`src/rtl/write_strobe_decoder.sv`:
```
// CPU write decoder for the CAN register file: one registered one-hot strobe per request.
// Optional write protection with a two-step unlock key is enabled by defining WRITE_LOCK_EN.
module write_strobe_decoder #(
   parameter int                  ADDR_W      = 5,
   parameter int                  NUM_REGS    = 15,
   parameter int                  BASE_ADDR   = 4,
   parameter logic [NUM_REGS-1:0] PROT_MASK   = 15'h0800,
   parameter int                  UNLOCK_ADDR = 31
) (
   input  logic                clock,
   input  logic                reset,
   input  logic [ADDR_W-1:0]   address,
   input  logic                activ_in,
   output logic [NUM_REGS-1:0] activ_out,
   output logic                ack,
   output logic                err,
   output logic                locked
);

   generate
      if (BASE_ADDR + NUM_REGS > 2 ** ADDR_W) begin : g_bad_map
         $error("write_strobe_decoder: BASE_ADDR+NUM_REGS exceeds the address space");
      end
   endgenerate

   typedef enum logic [1:0] {IDLE, STROBE, HOLD} state_t;

   localparam logic [ADDR_W:0] BASE_X = (ADDR_W + 1)'(BASE_ADDR);
   localparam logic [ADDR_W:0] NUM_X  = (ADDR_W + 1)'(NUM_REGS);

   state_t              state_reg, state_next;
   logic [NUM_REGS-1:0] strobe_reg, strobe_next;
   logic                ack_reg, ack_next;
   logic                err_reg, err_next;

   logic [ADDR_W:0]     addr_x;
   logic [ADDR_W:0]     off;
   logic                in_map;
   logic [NUM_REGS-1:0] onehot;

   // Offset is one bit wider so addresses below BASE_ADDR never alias into the map.
   assign addr_x = {1'b0, address};
   assign off    = addr_x - BASE_X;
   assign in_map = (addr_x >= BASE_X) && (off < NUM_X);

   generate
      for (genvar gi = 0; gi < NUM_REGS; gi++) begin : g_onehot
         assign onehot[gi] = in_map && (off == (ADDR_W + 1)'(gi));
      end
   endgenerate

`ifdef WRITE_LOCK_EN
   logic locked_reg, locked_next;
   logic seq_reg, seq_next;
   logic prot_hit;
   logic key_hit;

   assign prot_hit = |(onehot & PROT_MASK);
   assign key_hit  = (address == ADDR_W'(UNLOCK_ADDR));

   always_ff @(posedge clock or negedge reset) begin
      if (!reset) begin
         locked_reg <= 1'b1;
         seq_reg    <= 1'b0;
      end else begin
         locked_reg <= locked_next;
         seq_reg    <= seq_next;
      end
   end

   assign locked = locked_reg;
`else
   assign locked = 1'b0;
`endif

   always_ff @(posedge clock or negedge reset) begin
      if (!reset) begin
         state_reg  <= HOLD;
         strobe_reg <= '0;
         ack_reg    <= 1'b0;
         err_reg    <= 1'b0;
      end else begin
         state_reg  <= state_next;
         strobe_reg <= strobe_next;
         ack_reg    <= ack_next;
         err_reg    <= err_next;
      end
   end

   always_comb begin
      state_next  = state_reg;
      strobe_next = '0;
      ack_next    = 1'b0;
      err_next    = 1'b0;
`ifdef WRITE_LOCK_EN
      locked_next = locked_reg;
      seq_next    = seq_reg;
`endif
      case (state_reg)
         IDLE: begin
            if (activ_in) begin
               state_next = STROBE;
               ack_next   = 1'b1;
`ifdef WRITE_LOCK_EN
               if (key_hit) begin
                  // Second consecutive key request opens the lock.
                  if (seq_reg) begin
                     locked_next = 1'b0;
                     seq_next    = 1'b0;
                  end else begin
                     seq_next = 1'b1;
                  end
               end else begin
                  seq_next = 1'b0;
                  if (!in_map || (prot_hit && locked_reg)) begin
                     err_next = 1'b1;
                  end else begin
                     strobe_next = onehot;
                     if (prot_hit) begin
                        locked_next = 1'b1;
                     end
                  end
               end
`else
               if (in_map) begin
                  strobe_next = onehot;
               end else begin
                  err_next = 1'b1;
               end
`endif
            end
         end
         STROBE: begin
            state_next = activ_in ? HOLD : IDLE;
         end
         HOLD: begin
            if (!activ_in) begin
               state_next = IDLE;
            end
         end
         default: begin
            state_next = HOLD;
         end
      endcase
   end

   assign activ_out = strobe_reg;
   assign ack       = ack_reg;
   assign err       = err_reg;

endmodule
```
`config.mk`:
```
export PLATFORM = sky130hd
export DESIGN_NAME = write_strobe_decoder
export DESIGN_NICKNAME = d
export VERILOG_FILES = /design/src/rtl/write_strobe_decoder.sv
export SDC_FILE = /design/constraint.sdc
export NUM_CORES = 1
export LEC_CHECK = 0
export ABC_AREA = 1
export BUFFER_PORTS_ARGS = -buffer_cell sky130_fd_sc_hd__buf_2
export CAP_MARGIN = 20
export CORE_MARGIN = 4
export CORE_UTILIZATION = 51
export DETAILED_ROUTE_END_ITERATION = 10
export GPL_TIMING_DRIVEN = 0
export PLACE_DENSITY = 0.9
export SLEW_MARGIN = 20
export SYNTH_ARGS = -nofsm -noshare
export SYNTH_HDL_FRONTEND = slang
export SYNTH_SLANG_ARGS = --single-unit
```
`constraint.sdc`:
```
create_clock -name clock -period 2 [get_ports clock]
set_input_delay 0.1 -clock clock [delete_from_list [all_inputs] [get_ports clock]]
set_output_delay 0.1 -clock clock [all_outputs]
set_load 0.005 [all_outputs]
```
==> metrics.yaml, run 1 <==
run_status:
  outcome: "finished clean"
synthesis:
  synth_cell_types: 18
  syn_nets: 93
  synth_area_leader_cell: "dfrtp_1"
  yosysWarningCount: 0
  synth_top_cells_by_area: "dfrtp_1, nor2_1, nand2_1"
  avgSynthCellArea_um2: 9.29
  ys_seq_elements: 19
  synthCells: 84
  syn-cell-area_um2: 781
  ys_seq_area_share_pct: 61.1
  synth_top_area_share_pct: 57.7
pwr:
  p_sw_share_pct: 24.6
  leakagePower_nw: 0.543
  p_clk_share_pct: 26.8
  p_int_mw: 0.508
  seqPwrFrac_pct: 60.1
  p_switching_mw: 0.166
  p_total_mw: 0.675
  p_comb_share_pct: 13.1
  power.density_nw_per_um2: 706
  ir_drop_v: 0.000354
clocking:
  htree_levels: 1
  cts_tree: "built"
  root_buffer: "clkbuf_4"
  clk_pin_slew_worst_paths_ps: 90
  cts_made_buffers: 3
  clock_path_buffers: 2
  cts_sinks: 19
  cts_setup_buffers: 0
  clock_latency_ps: 280
sta:
  rsz0062_at_grt: "no"
  fin_skew_ps: 2.82
  min_period_ps: 1240
  tns_ps: 0
  hold_viol: 0
  max_freq_mhz: 804
  post-route-period-util_pct: 62.2
  setup_viol_count_final: 0
  maxSlewViolCount: 0
  layout_setup_ws_ps: 756
floorplanning:
  ios: 26
  row_count: 13
  initial_core_util_pct: 57.1
  dieWidth_um: 47.1
  core_area_um2: 1370
  die-area_um2: 2220
  fp.dieH_um: 47.1
setup_path:
  crit_cells: 5
  critical_path_buf_inv_count: 0
  endpoint_kind: "flip-flop"
  rrSetupSlack_ps: 760
  worstSetupPathType: "flip-flop to flip-flop"
  critPathTopFamily: "simple AND/OR/NAND/NOR gates"
  critPathRequiredTime_ps: 2210
  startpoint_type: "flip-flop"
  ff2ff_path_depth: 5
  crit_chain: "nor2_1, nand2_1, nor3_1, nand2_1, nor2_1"
  cp_slowest_cell: "dfrtp_1"
  cp_max_fo: 6
  cp.arrival_ps: 1460
  rr_startpoint: "state_reg[0]"
  r2r-end: "activ_out[4]"
  slowest_delay_ps: 390
layout:
  area_growth_pct: 22.4
  n_antenna_cell: 0
  layout.nets: 123
  n_fill_cell: 112
  multiInputGateArea_um2: 263
  largest_reg_flops: 15
  regArea_um2: 477
  drive_gt1_share_pct: 32.7
global_routing:
  grt_pass1_vias: 577
  grt_pass1_wl_mm: 2.37
  grt_overflow: 0
  track_usage_pct: 15.1
  grt_max_degree: 20
  grt_antenna_before_repair: 0
place:
  port_buffers: 24
  hpwl_mm: 1.09
  gp_congestion: 0.921
  pre_cts_ws_ps: 743
routing:
  drc: 0
  drt_wl_total_mm: 1.36
  via_per_inst: 4.68
  dr.pass1.iters: 4
  vias: 599
  final_antenna_net_count: 0
  wire_per_inst_um: 10.6
  initialDrtViolationCount: 14
min_path:
  min_to: "state_reg[1]"
  hp-start: "activ_in"
  hold_depth: 2
  hold_path.class: "input port to flip-flop"
job:
  maxCapViolCount: 0
## cells by family (layout without fill, tap and decap cells)
kind of cell	after synthesis	count (layout)	share of synthesized area [%]
AO/OA/AOI/OAI	1	1	0.640
buffers and inverters	10	39	5.29
adder cells (fa/ha/maj)	2	2	2.88
AND/OR/NAND/NOR	51	51	29.6
other	1	1	0.480
flip-flops	19	19	61.1
## per-stage QoR
step,hold WS (ps),area (um^2),instances,util (%)
2_1_floorplan,-196,781,84,-
3_3_place_gp,31.1,920,123,67.3
3_5_place_dp,44.9,920,123,67.3
4_1_cts,75.6,956,128,70.0
5_1_grt,83.9,956,128,70.0
6_report,80.1,956,128,70.0
## placed cells by master (no fill, tap or decap), types with 2 or more instances in the layout
cell type  count
dfrtp_1       18
buf_2         24
clkbuf_4       3
nand2_2        2
nor2_1        21
nand3_1        5
inv_1          8
nor2_2         2
nand2_1       16
nand3_2        2
## how the worst max path moves through the flow
| stage | start | end |
|---|---|---|
| floorplan | state_reg[0] | activ_out[4] |
| global placement | address[2] | activ_out[1] |
| detailed placement | address[2] | activ_out[1] |
| CTS | state_reg[0] | activ_out[4] |
| global route | state_reg[0] | activ_out[4] |
| finish | state_reg[0] | activ_out[4] |
## layout make-up
cell class / instances / share of cell area (%)
plain buffers: 1 / 0.785
clock buffers: 4 / 2.75
inverters: 9 / 3.53
multi-input cells: 55 / 27.5
flip-flops and latches: 19 / 49.9
well taps: 15 / 1.96
repair buffers: 25 / 13.6
## worst register-to-register path, stage by stage (launching register included)
cell     delay, ps
dfrtp_1        390
nor2_1          90
nand2_1        140
nor3_1         340
nand2_1        100
nor2_1         120
## power groups by stage
stage                     sequential, mW  clock, mW  combinational [mW]
final                              0.405      0.181              0.0887
after global routing               0.407      0.203               0.104
after CTS                          0.405      0.183              0.0894
after detailed placement           0.413          0              0.0875
after global placement             0.412          0              0.0850
after floorplan                    0.414          0              0.0525
## synthesized netlist by cell type
| cell type | count |
|---|---|
| inv_2 | 1 |
| nand3_1 | 5 |
| nand3_2 | 2 |
| dfstp_2 | 1 |
| ha_1 | 1 |
| nand2_2 | 2 |
| nor2_2 | 2 |
| nor3_1 | 1 |
| nor2_4 | 1 |
| inv_1 | 8 |
| conb_1 | 1 |
| nand2_1 | 16 |
| maj3_1 | 1 |
| and3_1 | 1 |
| buf_4 | 1 |
| nor2_1 | 21 |
| dfrtp_1 | 18 |
| a21oi_1 | 1 |
## per-layer routing
| layer | up-vias | track usage (%) | part of all wire, % |
|---|---|---|---|
| li1 | 312 | - | - |
| met1 | 255 | 19.4 | 45 |
| met2 | 30 | 24.9 | 44 |
| met3 | 2 | 2.30 | 8.9 |
| met4 | 0 | 6.63 | 1.5 |
| met5 | - | 0 | 0 |
## repair_timing
item / in CTS / in global routing
hold buffers: 1 / 0
resized for setup: 0 / 0
hold endpoints to repair: 18 / 0
(Power assumes the default switching activity.)
==> inputs of run 2 (changes only) <==
ABC_AREA = 0   (was 1)
CORE_UTILIZATION = 47   (was 51)
PLACE_DENSITY = 0.84   (was 0.9)
clock period = 1.2 ns   (was 2 ns; I/O delays follow)
==> run 2 against run 1 <==
  * Global-route usage is 2.0 points lower
  * Final area increased by 3.9%
  * Clock skew fell by 1.5 ps
  * Critical path type unchanged
  * Largest power group unchanged
  * Highest routed layer unchanged
==> metrics.yaml, run 2 <==
sta:
  layout_setup_ws_ps: 32.9
  hold_viol: 0
  setup_viol_count_final: 0
  post-route-period-util_pct: 97.3
  maxSlewViolCount: 0
  fin_skew_ps: 1.29
  min_period_ps: 1170
  rsz0062_at_grt: "yes"
  max_freq_mhz: 857
routing:
  top_layer: "met4"
  met1_length_um: 563
  met2_length_um: 733
  dr.pass1.iters: 4
  vias: 578
  drt_wl_total_mm: 1.40
  via_per_inst: 5.16
  initialDrtViolationCount: 12
  route.met3.wl_um: 80
  wire_per_inst_um: 12.5
  final_antenna_net_count: 0
  drc: 0
place:
  gp_congestion: 0.791
  port_buffers: 23
  dp.cells: 104
  hpwl_mm: 1.05
  dpl-instance-area_um2: 912
  pre_cts_ws_ps: -229
synthesis:
  synthArstFlopShare_pct: 100
  avgSynthCellArea_um2: 12.0
  synth_ff_type: "dfrtp_1"
  syn-cell-area_um2: 777
  synth_cell_types: 26
  synth_top_cells_by_area: "dfrtp_1, nor3_1, a2111oi_4"
  ys_seq_area_share_pct: 61.4
  synth_common_cells: "dfrtp_1, nor3_1, nor2_1"
  synth-edff-count: 0
  synth_area_leader_cell: "dfrtp_1"
  yosysWarningCount: 0
  synthCells: 65
  ys_seq_elements: 19
  syn_nets: 74
  synth_top_area_share_pct: 58.0
  synth.most_common_cell: "dfrtp_1"
layout:
  final_common_cell: "buf_2"
  finalNonFillerCells: 112
  multiInputGateArea_um2: 287
  fin_area_um2: 993
  n_antenna_cell: 0
  fin_util_pct: 64.4
  regArea_um2: 477
  final_cell_mix: "buf_2, dfrtp_1, nor3_1"
  drive_gt1_share_pct: 41.7
  largest_reg_flops: 15
  area_growth_pct: 27.9
  n_fill_cell: 123
  layout.nets: 106
global_routing:
  track_usage_pct: 13.1
  grt_overflow: 0
  grt_pass1_vias: 576
  grt_max_degree: 20
  grt_pass1_wl_mm: 2.44
  grt_antenna_before_repair: 0
floorplanning:
  initial_core_util_pct: 50.4
  die-area_um2: 2370
  core_area_um2: 1540
  dieWidth_um: 48.7
  ios: 26
  fp.dieH_um: 48.7
  row_count: 14
pwr:
  power.density_nw_per_um2: 1170
  leakagePower_nw: 0.529
  ir_drop_v: 0.000633
  p_total_mw: 1.17
job:
  maxCapViolCount: 0
clocking:
  clock_latency_ps: 280
  clk_pin_slew_worst_paths_ps: 100
  root_buffer: "clkbuf_4"
  cts_sinks: 19
  cts_made_buffers: 3
  clock_path_buffers: 2
  htree_levels: 1
  cts_tree: "built"
setup_path:
  cp_max_fo: 3
  endpoint_kind: "flip-flop"
  worstSetupPathType: "flip-flop to flip-flop"
  critPathRequiredTime_ps: 1400
  startpoint_type: "flip-flop"
  ff2ff_path_depth: 4
  cp.arrival_ps: 1360
min_path:
  hold_depth: 2
  hold_path.class: "input port to flip-flop"
run_status:
  outcome: "finished clean"
-- run 2: final cells by class --
class,instances,area share (%)
sequential,19,48.0
multi-input combinational,39,28.8
timing repair buffer,27,15.2
clock buffer,4,2.64
tap,16,2.02
buffer,3,1.76
inverter,4,1.51
-- run 2: logic make-up (layout without fill, tap and decap cells) --
family,Yosys count,after routing,share of synthesized area [%]
buffers and inverters,7,38,4.19
AND/OR/NAND/NOR,32,32,24.8
other,1,1,0.483
AO/OA/AOI/OAI,4,4,6.28
adder cells (fa/ha/maj),2,2,2.90
flip-flops,19,19,61.4
-- run 2: stage by stage --
stage | TNS (ps) | hold slack, ps
after detailed placement | -1540 | 2.75
after floorplan | 0 | -236
after CTS | 0 | 17.0
after global routing | -136 | 24.2
final | 0 | 22.1
after global placement | -986 | -7.14
-- run 2: repair_timing --
item | 4_1_cts | 5_1_grt
gates resized for setup | 1 | 3
buffers inserted | 2 | 1
cloned | 0 | 0
hold buffers | 1 | 0
hold endpoints to repair | 19 | 0
pin swaps | 1 | 1
setup endpoints to repair | 15 | 10
-- run 2: power by group --
part / switching, mW / total [mW] / leakage [nW] / internal (mW)
combinational: 0.0990 / 0.180 / 0.255 / 0.0808
clock: 0.171 / 0.300 / 0.0150 / 0.129
sequential: 0.0168 / 0.685 / 0.259 / 0.668
-- run 2: final timing paths --
check / slack [ps] / start / end
setup / recovery: 30 / state_reg[0] / activ_out[13]
hold / removal: 20 / address[4] / activ_out[0]
setup reg to reg: 30 / state_reg[0] / activ_out[13]
hold reg to reg: 610 / state_reg[0] / state_reg[0]
max in group asynchronous: 650 / reset / state_reg[1]
min in group asynchronous: 240 / reset / activ_out[11]
-- run 2: worst max-delay path, cell delays in order (launching register included) --
cell and delay (ps):
dfrtp_1 420, nor3b_4 210, buf_4 160, nand3_1 110
nor3_1 180
-- run 2: routing by layer --
layer	track usage (%)	vias up
met5	0	-
met4	8.97	0
met3	1.84	2
met2	22.0	21
met1	15.2	269
li1	-	286
==> inputs of run 3 (changes only) <==
CELL_PAD_IN_SITES_DETAIL_PLACEMENT = 0   (was unset)
CELL_PAD_IN_SITES_GLOBAL_PLACEMENT = 1   (was unset)
CORE_UTILIZATION = 36   (was 47)
==> run 3 against run 2 <==
  * Register-to-register slack lost 20 ps
  * Core utilization decreased by 13 points
  * Non-clock buffer count unchanged
  * Sequential power hardly changed
  * Clock power about the same
  * Clock skew rose by 2.3 ps
  * Sequential cell count unchanged
==> metrics.yaml, run 3 (synthesis gave the netlist of run 2 again) <==
pwr:
  leakagePower_nw: 0.530
  ir_drop_v: 0.000385
  power.density_nw_per_um2: 1130
  p_total_mw: 1.18
global_routing:
  grt_pass1_wl_mm: 2.27
  grt_overflow: 0
  grt_antenna_before_repair: 0
  track_usage_pct: 10.8
  grt_pass1_vias: 523
  grt_max_degree: 20
routing:
  via_per_inst: 4.67
  initialDrtViolationCount: 12
  final_antenna_net_count: 0
  dr.pass1.iters: 4
  drc: 0
  vias: 574
  drt_wl_total_mm: 1.55
  wire_per_inst_um: 12.6
layout:
  final_cell_mix: "buf_2, dfrtp_1, nor2_1"
  finalNonFillerCells: 123
  n_antenna_cell: 0
  drive_gt1_share_pct: 47.9
  layout.nets: 106
  largest_reg_flops: 15
  final_common_cell: "buf_2"
  n_fill_cell: 197
  area_growth_pct: 33.8
  fin_util_pct: 51.9
setup_path:
  rr_startpoint: "state_reg[0]"
  ff2ff_path_depth: 4
  startpoint_type: "flip-flop"
  crit_chain: "nor3b_4, buf_6, a21bo_1, a31oi_2"
  critPathRequiredTime_ps: 1420
  cp.arrival_ps: 1400
  worstSetupPathType: "flip-flop to flip-flop"
  cp_max_fo: 6
  slowest_delay_ps: 420
  critical_path_buf_inv_count: 1
  r2r-end: "err"
  critPathTopFamily: "flip-flops"
  cp_slowest_cell: "dfrtp_1"
  rrSetupSlack_ps: 10
  endpoint_kind: "flip-flop"
job:
  maxCapViolCount: 0
sta:
  min_period_ps: 1190
  post-route-period-util_pct: 98.9
  setup_viol_count_final: 0
  maxSlewViolCount: 0
  hold_ws_ps: 25.3
  hold_viol: 0
  rsz0062_at_grt: "yes"
  fin_skew_ps: 3.56
  tns_ps: 0
  max_freq_mhz: 843
place:
  dp.cells: 115
  gp_congestion: 0.738
  port_buffers: 23
  hpwl_mm: 1.06
min_path:
  hp-start: "address[4]"
  min_to: "activ_out[0]"
  hold_depth: 2
  hold_path.class: "input port to flip-flop"
clocking:
  cts_sinks: 19
  clock_path_buffers: 2
  clk_pin_slew_worst_paths_ps: 100
  clock_latency_ps: 280
  root_buffer: "clkbuf_4"
  cts_made_buffers: 3
  cts_tree: "built"
  htree_levels: 1
floorplanning:
  row_count: 16
  dieWidth_um: 54.5
  core_area_um2: 2000
  initial_core_util_pct: 38.8
  ios: 26
  fp.dieH_um: 54.5
  die-area_um2: 2970
run_status:
  outcome: "finished clean"
[run 3: layout make-up]
cell class | instances | area (um^2) | area share (%)
sequential | 19 | 477 | 45.8
multi-input combinational | 39 | 319 | 30.7
timing repair buffer | 27 | 151 | 14.6
buffer | 3 | 17.5 | 1.68
clock buffer | 4 | 26.3 | 2.53
inverter | 4 | 15.0 | 1.44
tap | 27 | 33.8 | 3.25
[run 3: how the worst max path moves through the flow]
stage | cells past startpoint | endpoint | slack [ps] | from
after floorplan | 3 | err | 30 | state_reg[0]
after global placement | 6 | activ_out[14] | -210 | address[4]
after detailed placement | 6 | activ_out[12] | -230 | address[4]
after CTS | 4 | err | 2 | state_reg[0]
after global routing | 4 | err | -50 | state_reg[0]
final | 4 | err | 10 | state_reg[0]
[run 3: through the flow]
stage | cell area (um^2) | worst slack (ps)
2_1_floorplan | 777 | 27.4
3_3_place_gp | 926 | -207
3_5_place_dp | 926 | -225
4_1_cts | 988 | 2.05
5_1_grt | 1040 | -51.0
6_report | 1040 | 13.7
[run 3: worst reg2reg max path: stages, from the launching register on]
cell	delay [ps]
dfrtp_1	420
nor3b_4	210
buf_6	160
a21bo_1	210
a31oi_2	130
[run 3: timing repair]
action                     CTS  global route
setup endpoints to repair   15            11
buffers inserted             3             0
hold endpoints to repair    19             0
hold buffers                 1             0
resized for setup            1             9
pin swaps                    1             5
[run 3: per-layer routing]
metal | global-route usage (%) | wire [um] | vias up
met5 | 0 | 0 | -
met3 | 1.63 | 88 | 2
li1 | - | - | 283
met4 | 4.98 | 21 | 0
met2 | 17.1 | 771 | 21
met1 | 14.3 | 671 | 268
[run 3: where the power goes]
group | total (mW) | leakage, nW | switching, mW | internal (mW)
Sequential | 0.685 | 0.259 | 0.0168 | 0.668
Clock | 0.303 | 0.0150 | 0.174 | 0.129
Combinational | 0.188 | 0.257 | 0.106 | 0.0824
Total | 1.18 | 0.530 | 0.297 | 0.880
